### src/rtl/calc_sequencer.sv
// Entry-phase sequencer for the keypad calculator: gates key presses, counts digits, launches the ALU.
// Optional macro AUTO_ADVANCE_EN: a digit that fills the operand advances the phase without EXE.
module calc_sequencer #(
  parameter int HEX_DIGITS = 4,
  parameter int DEC_DIGITS = 5,
  parameter int TIMEOUT    = 255
) (
  input  logic       clk,
  input  logic       reset,
  input  logic       boton,
  input  logic [4:0] valor,
  input  logic       mode,
  input  logic [4:0] operador,
  input  logic       alu_done,
  input  logic       alu_err,
  output logic [1:0] estado,
  output logic       boton_fwd,
  output logic [4:0] valor_fwd,
  output logic       alu_start,
  output logic       busy,
  output logic       err,
  output logic [2:0] digit_cnt
);

  localparam int TW = $clog2(TIMEOUT + 1);

  typedef enum logic [2:0] {OP1, OP2, OPR, EXEC, SHOW, ERROR} state_t;

  state_t          state_reg, state_next;
  logic [2:0]      cnt_reg, cnt_next;
  logic [TW-1:0]   timer_reg, timer_next;
  logic            start_reg, start_next;
  logic            fwd;
  logic [2:0]      limit;
  logic            is_digit, is_exe, is_ce, is_ac, is_op;
  state_t          phase_adv;

  assign is_digit  = (valor <= 5'h0F);
  assign is_exe    = (valor == 5'h13);
  assign is_ce     = (valor == 5'h16);
  assign is_ac     = (valor == 5'h17);
  assign is_op     = !is_digit && !is_exe && !is_ce && !is_ac;
  assign limit     = mode ? 3'(DEC_DIGITS) : 3'(HEX_DIGITS);
  assign phase_adv = (state_reg == OP1) ? OP2 : OPR;

  always_ff @(posedge clk) begin
    if (reset) begin
      state_reg <= OP1;
      cnt_reg   <= 3'd0;
      timer_reg <= '0;
      start_reg <= 1'b0;
    end else begin
      state_reg <= state_next;
      cnt_reg   <= cnt_next;
      timer_reg <= timer_next;
      start_reg <= start_next;
    end
  end

  always_comb begin
    state_next = state_reg;
    cnt_next   = cnt_reg;
    timer_next = timer_reg;
    start_next = 1'b0;
    fwd        = 1'b0;
    // AC overrides everything, including a pending ALU result
    if (boton && is_ac) begin
      fwd        = 1'b1;
      state_next = OP1;
      cnt_next   = 3'd0;
    end else begin
      case (state_reg)
        OP1, OP2: begin
          if (boton) begin
            if (is_digit) begin
              if (cnt_reg < limit) begin
                fwd      = 1'b1;
                cnt_next = cnt_reg + 3'd1;
`ifdef AUTO_ADVANCE_EN
                if (cnt_reg + 3'd1 == limit) begin
                  state_next = phase_adv;
                  cnt_next   = 3'd0;
                end
`endif
              end
            end else if (is_ce) begin
              fwd      = 1'b1;
              cnt_next = 3'd0;
            end else if (is_exe) begin
              fwd        = 1'b1;
              state_next = phase_adv;
              cnt_next   = 3'd0;
            end
          end
        end
        OPR: begin
          if (boton) begin
            if (is_op || is_ce) begin
              fwd = 1'b1;
            end else if (is_exe && operador != 5'h18) begin
              start_next = 1'b1;
              state_next = EXEC;
              timer_next = '0;
            end
          end
        end
        EXEC: begin
          timer_next = timer_reg + 1'b1;
          if (alu_done) begin
            state_next = alu_err ? ERROR : SHOW;
          end else if (timer_reg == TW'(TIMEOUT - 1)) begin
            state_next = ERROR;
          end
        end
        SHOW, ERROR: begin
          if (boton && is_exe) begin
            fwd        = 1'b1;
            state_next = OP1;
            cnt_next   = 3'd0;
          end
        end
        default: state_next = OP1;
      endcase
    end
  end

  always_comb begin
    case (state_reg)
      OP1:         estado = 2'd0;
      OP2:         estado = 2'd1;
      OPR, EXEC:   estado = 2'd2;
      default:     estado = 2'd3;
    endcase
  end

  assign boton_fwd = fwd;
  assign valor_fwd = valor;
  assign alu_start = start_reg;
  assign busy      = (state_reg == EXEC);
  assign err       = (state_reg == ERROR);
  assign digit_cnt = cnt_reg;

endmodule
### config.mk
export PLATFORM = sky130hd
export DESIGN_NAME = calc_sequencer
export DESIGN_NICKNAME = d
export VERILOG_FILES = /design/src/rtl/calc_sequencer.sv
export SDC_FILE = /design/constraint.sdc
export NUM_CORES = 1
export LEC_CHECK = 0
export ABC_CLOCK_PERIOD_IN_PS = 2800
export CAP_MARGIN = 10
export CORE_MARGIN = 2
export CORE_UTILIZATION = 36
export DETAILED_ROUTE_END_ITERATION = 8
export GPL_TIMING_DRIVEN = 1
export PLACE_DENSITY = 0.64
export SKIP_LAST_GASP = 1
export SYNTH_ARGS = -nofsm -noshare
export SYNTH_HDL_FRONTEND = slang
export SYNTH_SLANG_ARGS = --single-unit
### constraint.sdc
create_clock -name clk -period 2.8 [get_ports clk]
set_input_delay 0.56 -clock clk [delete_from_list [all_inputs] [get_ports clk]]
set_output_delay 0.56 -clock clk [all_outputs]
set_load 0.02 [all_outputs]
-- Yosys cells after proc, flatten, opt, wreduce, memory -nomap -nowiden
Index checks and enable logic that the tools add are counted.
- register bits after elaboration: 15
- eq/ne operators: 21
- mux-type cells: 36
- order comparisons: 2
- reduce and logical (&&, ||, !) cells: 22
- add/subtract/negate cells: 2
- bitwise operators: 3
- operators with widths (operator ; count):
    $mux W3 ; 15
    $mux W8 ; 3
    $ne A2 B2 Y1 const B ; 8
    $pmux W8 S2 ; 1
    $eq A5 B5 Y1 const B ; 3
    $mux W1 ; 12
    $pmux W3 S4 ; 1
    $reduce_and A5 Y1 ; 2
    $reduce_and A9 Y1 ; 1
    $add A8 B1 Y8 const B ; 1
    $eq A8 B8 Y1 const B ; 1
    $reduce_or A2 Y1 ; 4
    $eq A3 B2 Y1 const B ; 2
    $eq A3 B3 Y1 const B ; 2
    $logic_and A1 B1 Y1 ; 6
    $pmux W2 S3 ; 1
    $pmux W3 S2 ; 1
    $le A5 B4 Y1 const B ; 1
    $ne A5 B5 Y1 const B ; 1
    $reduce_or A5 Y1 ; 1
    $logic_not A1 Y1 ; 4
    $ne A4 B4 Y1 const B ; 1
    $reduce_bool A2 Y1 ; 2
    $add A3 B1 Y3 const B ; 1
    other kinds (9) ; 11

-- Logic depth before layout (Yosys ltp)
Gate-level depths: netlist of the first run.
- depth in word-level cells: 10
- depth in mapped cells: 7
- mapped depth without buffers: 7

-- Worst setup path after synthesis of the first run
No wires, ideal clock.
- path kind: input -> output
- start point: input mode
- end point: output boton_fwd
- cell stages on the path: 5
- arrival: 1680 ps
- required time: 2240 ps
- path buffers: 0
- slack: 560 ps
- cell sequence: or3b_1 -> a21o_1 -> a21oi_1 -> inv_1 -> o311ai_0
- longest elaborated chain between the ends: 7
- ends and longest elaborated chain (item ; RTL line ; source):
    start: declaration ; 12 ; input logic mode,
    $mux W1 ; 43 ; assign limit = mode ? 3'(DEC_DIGITS) : 3'(HEX_DIGITS);
    $lt A3 B3 Y1 ; 76 ; if (cnt_reg < limit) begin
    $mux W1 ; 76 ;
    $mux W1 ; 75 ; if (is_digit) begin
    $mux W1 ; 74 ; if (boton) begin
    $pmux W1 S3 ; 72 ; case (state_reg)
    $mux W1 ; 67 ; if (boton && is_ac) begin
    end: declaration ; 17 ; output logic boton_fwd,
No other way between the ends.

-- Worst setup path in the final report of the first run
Ends and elaborated chain as after synthesis.

==> flow_summary.toml, run 1 <==
[run]
maxCapViolCount = 0

[logic_synthesis]
synth_area_mm2 = 0.00104
ys_top_cells_by_count = "dfxtp_1, nor2_1, nand2_1"
synth-edff-count = 0
ys_warn_count = 0
synthArstFlopShare = 0
synthFlopType = "dfxtp_1"
synth_area_leaders = "dfxtp_1, buf_4, ha_1"
seq_area_frac_synth = 0.288
yosysMostFrequentCell = "dfxtp_1"
syn_inst = 122
ys_ff_latch = 15
syn_avg_cell_area_um2 = 8.54
synth_cell_types = 47
syn_nets = 141
synth_top_area_frac = 0.288
synth_area_leader_cell = "dfxtp_1"

[global_routing]
globalRoute.totalOverflow = 0
grt_max_degree = 10
grt_usage = 0.160
grt_pass1_wl_mm = 4.23
grt_pass1_vias = 984
grt_antenna_before_repair = 0

[pwr]
power.leakage_nw = 0.535
ir_drop_uv = 227
cellPowerDensity_mw_per_mm2 = 295
finalPower_mw = 0.420

[setup_path]
cp-start-kind = "input pin"
cp_data_arrival_time_ns = 2.06
required_ns = 2.24
crit_path_end_kind = "primary output"
crit_type = "in -> out"
path_max_fanout = 2

[die]
pin_count = 30
chipWidth_um = 57.8
die_area_mm2 = 0.00334
rows = 19
die_h_um = 57.8
core_mm2 = 0.00276
start_util = 0.378

[drt]
drc = 0
top_layer_used = "met4"
postRouteAntennaNets = 0
routed_wl_mm = 2.43
dr_wl_met2_mm = 1.14
vias_per_cell = 5.17
drtIter0Drc = 17
drt-pass1-iter-count = 4
wl_met3_um = 115
num_vias = 982
m1WireLength_mm = 1.16
wl_per_cell_um = 12.8

[sta]
tightest_slew_ns = 0.399
setup_tns_ns = 0
hold_viol_final = 0
finalClockSkew_ns = 0.00617
min_period_ns = 2.62
period_share = 0.936
setup_viol = 0
final_max_slew_viol_count = 0
rsz0062_at_grt = "false"
fmax_mhz = 382
max-slew-margin-rel = 0.731
setup_ws_ns = 0.180
hold_ws_ns = 0.485

[finish]
fin_nets = 179
multiInputGateArea_um2 = 669
layout.cells.non_filler = 190
area_delta_synth_final_pct = 36.7
largest_reg_flops = 8
regArea_um2 = 300
antenna_cells = 0
layout-drive-gt1-share = 0.176
fillers = 270

[cts]
cts_tree = "done"
htreeDepth = 1
cts_buffers = 3
cts_sinks = 15
post_cts_buffers = 0
clkTransAtPathRegs_ns = 0.09
clk_latency_ns = 0.28
cts_buffer_depth = 2
hold_buffers = 0
cts_root_buf = "clkbuf_4"

[run_status]
status = "complete, no violations"

[worst_hold_path]
hp-class = "reg -> reg"

[placed_design]
detailed_place_hpwl_mm = 1.94
place_congestion = 0.817
numPortBuffers = 29
dp.cells = 186
place_ws_ns = -0.267
layer usage:
layer	track usage	up-vias
met5	0	-
met4	0.0598	0
met3	0.0268	2
met2	0.278	23
met1	0.197	447
li1	-	510
repair_timing:
item	in CTS	in global routing
setup endpoints to repair	1	1
gates resized for setup	1	3
pin swaps	0	0
cells in the final DEF, fill, tap and decap left out, drive strengths merged, types with 4 or more instances in the layout:
cell and instances:
clkdlybuf4s50 28, o21ai 5, and2 4, a21oi 6
clkbuf 5, buf 10, nor3 4, dfxtp 15
inv 8, nor2 11, nand2 9, nand3 5
nor2b 4, nand4 4, xnor2 4
through the flow:
step | cell area, um^2 | util
2_1_floorplan | 1040 | -
3_3_place_gp | 1400 | 0.509
3_5_place_dp | 1400 | 0.509
4_1_cts | 1430 | 0.518
5_1_grt | 1430 | 0.517
6_report | 1430 | 0.517
final cells by class:
type	instances	area share
inverters	8	0.0211
well taps	31	0.0272
repair buffers	39	0.253
flip-flops and latches	15	0.211
multi-input cells	93	0.470
clock buffers	4	0.0184
cell families (layout without fill, tap and decap cells):
group,count (synthesis),after routing,synth area share
XOR/XNOR,5,5,0.0420
AND/OR/NAND/NOR,56,56,0.324
multiplexers,2,2,0.0240
adder cells (fa/ha/maj),3,3,0.0360
flip-flops,15,15,0.288
buffers and inverters,14,51,0.0696
AO/OA/AOI/OAI,27,27,0.216
report_power, final:
part	total (mW)	leakage [nW]	switching (mW)	internal [mW]
logic	0.0781	0.399	0.0341	0.0440
registers	0.216	0.121	0.00145	0.214
clock network	0.126	0.0150	0.0707	0.0553
total	0.420	0.535	0.106	0.314
worst max-delay path, stage by stage:
cell and delay, ns:
clkdlybuf4s50_1 0.45, or3b_1 0.33, a21o_1 0.18, a21oi_1 0.16
inv_1 0.05, o311ai_0 0.09, clkbuf_2 0.24
worst paths after layout:
path / startpoint / end / slack (ns) / cells after the start
max: mode / boton_fwd / 0.18 / 7
min: digit_cnt[2]$_SDFFE_PP0P_ / digit_cnt[2]$_SDFFE_PP0P_ / 0.49 / 2
max reg2reg: state_reg[1]$_SDFFE_PP0P_ / timer_reg[3]$_SDFFE_PP0P_ / 1.09 / 6
min reg2reg: digit_cnt[2]$_SDFFE_PP0P_ / digit_cnt[2]$_SDFFE_PP0P_ / 0.49 / 2
No activity file was read; power rests on OpenSTA's default activity.
==> run 2: changes to the inputs <==
--- a/config.mk
+++ b/config.mk
@@ -5,7 +5,6 @@
 export SDC_FILE = /design/constraint.sdc
 export NUM_CORES = 1
 export LEC_CHECK = 0
-export ABC_CLOCK_PERIOD_IN_PS = 2800
 export CAP_MARGIN = 10
 export CORE_MARGIN = 2
 export CORE_UTILIZATION = 36
==> results of run 2 <==
Same layout as run 1: the final DEF is identical, and so are final timing and power.
==> run 3: changes to the inputs <==
--- a/config.mk
+++ b/config.mk
@@ -5,7 +5,7 @@
 export SDC_FILE = /design/constraint.sdc
 export NUM_CORES = 1
 export LEC_CHECK = 0
-export CAP_MARGIN = 10
+export CAP_MARGIN = 30
 export CORE_MARGIN = 2
 export CORE_UTILIZATION = 36
 export DETAILED_ROUTE_END_ITERATION = 8
==> results of run 3 <==
Same layout as run 1: the final DEF is identical, and so are final timing and power.
